[src/rtl/fetch_stage.sv]
// Instruction fetch stage: one outstanding request, redirect/flush handling,
// stall hold buffer and registered F->D outputs.
module fetch_stage #(
  parameter logic [31:0] RESET_PC = 32'hBFC0_0000
) (
  input  logic        clk,
  input  logic        reset,
  output logic        ireq_valid,
  output logic [31:0] ireq_addr,
  input  logic        ireq_ready,
  input  logic        iresp_valid,
  input  logic [31:0] iresp_data,
  input  logic        stall,
  input  logic        redir_valid,
  input  logic [31:0] redir_pc,
  output logic        d_valid,
  output logic [31:0] d_pc,
  output logic [31:0] d_instr,
  output logic [31:0] d_valP,
  output logic        d_exc
);

  typedef enum logic [1:0] {S_REQ, S_WAIT, S_HOLD, S_DROP} state_t;

  state_t      r_state;
  state_t      w_state_nx;
  logic [31:0] r_pc;
  logic [31:0] w_pc_nx;
  logic [31:0] r_hold;
  logic [31:0] w_hold_nx;
  logic [31:0] w_pc_inc;
  logic [31:0] w_ld_instr;
  logic        w_load;
  logic        w_ld_exc;
  logic        w_misal;

  assign w_pc_inc  = r_pc + 32'd4;
  assign w_misal   = (r_pc[1:0] != 2'b00);
  assign ireq_addr = r_pc;

  always_comb begin
    w_state_nx = r_state;
    w_pc_nx    = r_pc;
    w_hold_nx  = r_hold;
    w_load     = 1'b0;
    w_ld_exc   = 1'b0;
    w_ld_instr = 32'h0;
    ireq_valid = 1'b0;
    case (r_state)
      S_REQ: begin
        if (redir_valid) begin
          w_pc_nx = redir_pc;
        end else if (w_misal) begin
          // Misaligned PC never reaches memory; it becomes an exception slot.
          if (!stall) begin
            w_load   = 1'b1;
            w_ld_exc = 1'b1;
            w_pc_nx  = w_pc_inc;
          end
        end else begin
          ireq_valid = !reset;
          if (ireq_ready) w_state_nx = S_WAIT;
        end
      end
      S_WAIT: begin
        if (redir_valid) begin
          w_pc_nx    = redir_pc;
          w_state_nx = iresp_valid ? S_REQ : S_DROP;
        end else if (iresp_valid) begin
          if (!stall) begin
            w_load     = 1'b1;
            w_ld_instr = iresp_data;
            w_pc_nx    = w_pc_inc;
            w_state_nx = S_REQ;
          end else begin
            w_hold_nx  = iresp_data;
            w_state_nx = S_HOLD;
          end
        end
      end
      S_HOLD: begin
        if (redir_valid) begin
          w_pc_nx    = redir_pc;
          w_state_nx = S_REQ;
        end else if (!stall) begin
          w_load     = 1'b1;
          w_ld_instr = r_hold;
          w_pc_nx    = w_pc_inc;
          w_state_nx = S_REQ;
        end
      end
      S_DROP: begin
        // Waiting out a response that belongs to the pre-redirect path.
        if (redir_valid) w_pc_nx = redir_pc;
        if (iresp_valid) w_state_nx = S_REQ;
      end
      default: w_state_nx = S_REQ;
    endcase
  end

  always_ff @(posedge clk or posedge reset) begin
    if (reset) begin
      r_state <= S_REQ;
      r_pc    <= RESET_PC;
      r_hold  <= 32'h0;
      d_valid <= 1'b0;
      d_pc    <= 32'h0;
      d_instr <= 32'h0;
      d_valP  <= 32'h0;
      d_exc   <= 1'b0;
    end else begin
      r_state <= w_state_nx;
      r_pc    <= w_pc_nx;
      r_hold  <= w_hold_nx;
      if (w_load) begin
        d_valid <= 1'b1;
        d_pc    <= r_pc;
        d_instr <= w_ld_instr;
        d_valP  <= w_pc_inc;
        d_exc   <= w_ld_exc;
      end else if (redir_valid || !stall) begin
        d_valid <= 1'b0;
      end
    end
  end

endmodule

[config.mk]
export PLATFORM = sky130hd
export DESIGN_NAME = fetch_stage
export DESIGN_NICKNAME = d
export VERILOG_FILES = /design/src/rtl/fetch_stage.sv
export SDC_FILE = /design/constraint.sdc
export NUM_CORES = 1
export LEC_CHECK = 0
export ABC_AREA = 1
export CAP_MARGIN = 0
export CORE_MARGIN = 5
export CORE_UTILIZATION = 45
export DETAILED_ROUTE_END_ITERATION = 16
export GPL_ROUTABILITY_DRIVEN = 0
export HOLD_SLACK_MARGIN = 0.06
export PLACE_DENSITY = 0.77
export SYNTH_ARGS = -nofsm -noshare
export SYNTH_HDL_FRONTEND = slang
export SYNTH_SLANG_ARGS = --single-unit
[constraint.sdc]
create_clock -name clk -period 5.01 [get_ports clk]
set_clock_uncertainty 0.2 [all_clocks]
set_input_delay 0.501 -clock clk [delete_from_list [all_inputs] [get_ports clk]]
set_output_delay 0.501 -clock clk [all_outputs]
set_load 0.05 [all_outputs]
==> metrics.txt, run 1 <==
Row Count=48; slowest stage cell, crit path=buf_4; Starting DRT DRC Count=513; met3 GRT Util=0.0583; Least-Margin Pin Slew=1.10 ns; max_slew headroom=0.266; Top Usage Layer GRT=met2; sequence of cells on the critical path=clkdlybuf4s50_1, nor2_8, nand2_1, nand2_1, nand2_4, buf_4, nand2_1, nand2_1; leading area contributor after synthesis=dfrtp_1; crit-path max FO=between 80 and 90; Mapped Area=slightly below 0.008 mm²; vias in the first global route=a little over 7000; synth warn=0; Required @ worst endpoint=5.16 ns; clock root cell=clkbuf_16; Final ANT Viol Nets=0; Hold WC Path Type=reg -> reg; DP Area=roughly 0.010 mm²; via count=about 7300; post-layout util=0.615; Cell Pwr Density=around 700 mW/mm²; Net Switching=~0.0036 W; share of power burned in registers=0.306; Worst setup EP type=flop; post-synthesis net count=1106; die area=~0.02 mm²; Cells after Synth=~1000; H-tree levels=4; Die W=about 140 µm; Max clock buf depth=2; final net count=between 1000 and 1500; setup TNS=0 ns; flops & latches, synth=roughly 160; Hold Vio Cnt, Final=0; post-synthesis average cell area=7.69 µm²; logic gate share of total power=0.499; Yosys top cell area share=0.483; TritonRoute pass-1 iters=5; IO Pins=about 200; Reg2Reg Setup Slack=roughly 1.9 ns; MaxCap Viol Count=0; sequential area share after synthesis=0.513; max-slew violations=0; largest net degree at the start of global routing=between 150 and 200; met2 usage=0.340; # hold bufs at CTS=0; share of post-route cells with drive strength above 1=0.0569; max incr delay on CP=between 0.7 and 0.8 ns; Clock Sinks=~160; final period utilization=0.633; top post-synthesis cells by area=dfrtp_1, nand2_1, o21ai_0; initial antenna violation count=0; final instance area=~0.011 mm²; Setup crit start kind=input pin; WL/cell=15.4 µm; Final HPWL DP=between 15 and 20 mm; Power Internal=0.00389 W; post-cts repair resize count=0; Routed WL=~22 mm; Critical Path AT=around 3.3 ns; total CTS buffers=17; final setup margin=~1.8 ns; # Post-CTS Setup Buffers=0; Worst path most repeated cell=nand2_1; CTS tree=built; Tot GR Track Use=0.220; Initial Utilization=0.458; Tmin final=roughly 3.2 ns; Pleak=around 4.9 nW; Netlist cell types=28; Ant. Diodes=0; Die Y=approximately 140 µm; status=finished clean; first-pass GRT wire length=35.9 mm; remaining design rule violation count=0; dpl ws=roughly 1.4 ns; Final setup viols=0; CTS clk-pin slew, worst paths=roughly 0.060 ns; met1 Track Usage GR=0.302; area grow syn2layout=34.2%; Clock Power Share=0.195; worst skew pair latency=~0.42 ns; Vias/cell=between 5 and 6; core region area=0.0173 mm²; # port buffers=200; grt ovf=0; classification of the worst setup path=in -> reg; Peak supply drop=just over 0.0004 V; Max Clock Freq=roughly 0.32 GHz; switching share of power=0.479; RSZ-0062 raised after global routing=no
[state kept, by name (all words and copies together), names as in the netlist]
| name | cells |
|---|---|
| d_instr | 32 |
| d_valid | 1 |
| d_valP | 30 |
| ireq_addr | 32 |
| d_pc | 32 |
| r_hold | 32 |
| d_exc | 1 |
| r_state | 2 |
[stage by stage]
stage          hold WS (ns)  total power, W  std cells
2_1_floorplan         0.254         0.00481       1031
3_3_place_gp          0.264         0.00596       1406
3_5_place_dp          0.266         0.00604       1406
4_1_cts               0.283         0.00751       1438
5_1_grt               0.299         0.00790       1438
6_report              0.277         0.00747       1438
[synth_stat cells, drive strengths merged]
master / count
o31ai: 2
o21ai: 162
nand3: 61
ha: 5
dfstp: 9
buf: 36
inv: 80
clkbuf: 18
a21oi: 1
dfrtp: 153
o22ai: 7
xor2: 8
o21a: 1
nor2: 94
and2: 3
nand2: 388
nor3: 2
nand3b: 1
[path summary, 6_finish.rpt]
kind	depth (start not counted)	start	to
hold reg to reg	2	d_valP[4]	d_valP[4]
setup / recovery	8	redir_valid	d_valP[19]
max in group asynchronous	3	reset	d_pc[9]
hold / removal	2	d_valP[4]	d_valP[4]
min in group asynchronous	3	reset	d_valP[4]
setup reg to reg	9	r_state[0]	d_valP[19]
[worst max-delay path: cells and delay by family]
kind                   cells  cell delay, ns
buffers and inverters      2            1.54
AND/OR/NAND/NOR            6            1.22
[cells in the final DEF (no fill, tap or decap), drive strengths merged, types with 5 or more instances in the layout]
cell	Yosys	layout
nand2	388	388
clkdlybuf4s50	0	200
o21ai	162	162
dfrtp	153	153
nor2	94	94
inv	80	80
nand3	61	61
clkbuf	18	20
dfstp	9	9
xor2	8	8
o22ai	7	7
ha	5	5
bufinv	0	5
[final cells by class]
type / count / area [µm²]
fillers: 1532 / 6660
flip-flops and latches: 162 / 4070
repair buffers: 204 / 2040
clock buffers: 20 / 457
inverters: 80 / 304
clock inverters: 12 / 205
multi-input cells: 735 / 3280
well taps: 225 / 282
[power groups by stage]
| stage | logic [W] | clock network, W | registers, W |
|---|---|---|---|
| 2_1_floorplan | 0.00129 | 0 | 0.00352 |
| 3_3_place_gp | 0.00368 | 0 | 0.00229 |
| 3_5_place_dp | 0.00374 | 0 | 0.00230 |
| 4_1_cts | 0.00375 | 0.00147 | 0.00229 |
| 5_1_grt | 0.00401 | 0.00151 | 0.00237 |
| 6_report | 0.00372 | 0.00145 | 0.00229 |
[kinds of logic (layout without fill, tap and decap cells)]
kind of cell / after synthesis / count (layout) / share of synthesized area
buffers and inverters: 134 / 316 / 0.0748
DFF: 162 / 162 / 0.513
adders and majority gates: 5 / 5 / 0.00789
AOI/OAI and AO/OA: 173 / 173 / 0.111
and+or+nand+nor: 549 / 549 / 0.284
xor gates and xnor gates: 8 / 8 / 0.00884
[per-layer routing]
metal	up-vias	routed length, µm
li1	3589	-
met5	-	0
met2	287	10000
met4	0	421
met3	35	2140
met1	3401	9600
Power figures use the tool's default switching activity.
==> run 2: changes to the inputs <==
--- a/config.mk
+++ b/config.mk
@@ -8,11 +8,11 @@
 export ABC_AREA = 1
 export CAP_MARGIN = 0
 export CORE_MARGIN = 5
-export CORE_UTILIZATION = 45
+export CORE_UTILIZATION = 50
 export DETAILED_ROUTE_END_ITERATION = 16
 export GPL_ROUTABILITY_DRIVEN = 0
 export HOLD_SLACK_MARGIN = 0.06
-export PLACE_DENSITY = 0.77
+export PLACE_DENSITY = 0.81
 export SYNTH_ARGS = -nofsm -noshare
 export SYNTH_HDL_FRONTEND = slang
 export SYNTH_SLANG_ARGS = --single-unit
==> constraint.sdc (replaced) <==
create_clock -name clk -period 3.1 [get_ports clk]
set_clock_uncertainty 0.2 [all_clocks]
set_input_delay 0.31 -clock clk [delete_from_list [all_inputs] [get_ports clk]]
set_output_delay 0.31 -clock clk [all_outputs]
set_load 0.05 [all_outputs]
==> metrics.txt, run 2 (synthesized netlist as in run 1, its figures left out) <==
# fillers=around 1300; Pleak=4.93 nW; final net count=about 1300; clock root cell=clkbuf_16; area grow syn2layout=33.9%; grt ovf=0; Setup crit start kind=flop; Max clock buf depth=2; first-pass GRT wire length=between 30 and 40 mm; # Post-CTS Setup Buffers=0; Net Switching=0.00581 W; r2r worst-path depth=11; max_slew headroom=0.547; CTS tree=built; classification of the worst setup path=reg -> out; share of power burned in registers=0.311; vias in the first global route=6938; Tmin final=2.70 ns; logic gate share of total power=0.517; final instance area=about 0.011 mm²; Final HPWL DP=approximately 15 mm; Initial Utilization=0.504; setup TNS=0 ns; Routed WL=22.3 mm; remaining design rule violation count=0; Final setup viols=0; commonest non-fill, non-tap cell in the layout=nand2_1; Least-Margin Pin Slew=between 0.6 and 0.7 ns; total power=between 0.01 and 0.015 W; core region area=0.0157 mm²; Peak supply drop=roughly 0.00048 V; Hold Vio Cnt, Final=0; final period utilization=0.870; Tot GR Track Use=0.242; CTS clk-pin slew, worst paths=roughly 0.06 ns; commonest non-fill, non-tap cells in the layout=nand2_1, clkdlybuf4s50_1, dfrtp_1; switching share of power=0.491; Row Count=46; status=finished clean; Final ANT Viol Nets=0; Starting DRT DRC Count=between 500 and 600; die area=approximately 0.018 mm²; Worst setup EP type=output port; crit-path max FO=4; Required @ worst endpoint=2.59 ns; total CTS buffers=17; RSZ-0062 raised after global routing=no; FF-to-FF End=d_valP[21]; Die Y=136 µm; initial antenna violation count=0; share of post-route cells with drive strength above 1=0.0631; # port buffers=200; Cell Pwr Density=1110 mW/mm²; worst skew pair latency=between 0.4 and 0.5 ns; DP Area=around 0.01 mm²; IO Pins=approximately 200; Reg2Reg Setup Slack=approximately 0.88 ns; Die W=136 µm; via count=around 7400; Hold WC Path Type=in -> async; max-slew violations=0; Vias/cell=between 5 and 6; Clock Power Share=0.171; post-cts repair resize count=0; WL/cell=15.6 µm; Critical Path AT=between 2 and 2.5 ns; reg-to-reg startpoint=r_state[0]; # hold bufs at CTS=0; Max Clock Freq=roughly 0.37 GHz; TritonRoute pass-1 iters=5; MaxCap Viol Count=0; H-tree levels=4; Clock Sinks=between 150 and 200; Power Internal=0.00601 W; largest net degree at the start of global routing=158; Ant. Diodes=0
[run 2: changes by cell type in the layout (fill, tap and decap cells not counted), sizes merged]
cell,change
buf,+8
clkinv,+3
bufinv,-4
clkbuf,+1
inv,-1
[run 2: worst max path at each step]
stage                           start          end  slack, ns
final                      r_state[0]   ireq_valid       0.40
after global placement    redir_valid   ireq_valid       0.72
after floorplan                 reset        d_exc       0.54
after global routing       r_state[0]   ireq_valid       0.32
after CTS                  r_state[0]   ireq_valid       0.37
after detailed placement  redir_valid  d_instr[22]       0.65
[run 2: cell type report]
cell class              instances  area [µm²]  area share
repair buffers                212        2130       0.201
well taps                     216         270      0.0255
inverters                      80         304      0.0287
multi-input cells             735        3280       0.309
clock inverters                10        83.8     0.00790
clock buffers                  21         480      0.0453
flip-flops and latches        162        4070       0.383
[run 2: critical path: stages, from the launching register on]
cell and delay, ns:
dfrtp_1 0.40, inv_1 0.10, ha_1 0.22, nand3_1 0.13, nor2_1 0.10, clkdlybuf4s50_1 0.80
[run 2: layer usage]
layer | routed length, µm | GRT usage | share of wire | vias to the layer above
li1 | - | - | - | 3613
met4 | 374 | 0.0778 | 0.017 | 0
met2 | 10400 | 0.387 | 0.47 | 294
met3 | 1940 | 0.0585 | 0.087 | 32
met5 | 0 | 0 | 0 | -
met1 | 9600 | 0.329 | 0.43 | 3441
[run 2: through the flow]
stage                util  setup slack, ns  std cells  hold slack (ns)
finish              0.675            0.402       1436            0.181
global route        0.675            0.316       1436            0.213
CTS                 0.675            0.372       1436            0.186
detailed placement  0.639            0.654       1405            0.265
global placement    0.639            0.717       1405            0.262
floorplan               -            0.541       1031            0.231
[run 2: power groups by stage]
stage                     sequential (W)  clock [W]  combinational, W
after floorplan                  0.00568          0           0.00209
after global placement           0.00367          0           0.00602
after detailed placement         0.00370          0           0.00612
after CTS                        0.00367    0.00207           0.00613
after global routing             0.00381    0.00214           0.00654
final                            0.00368    0.00202           0.00612
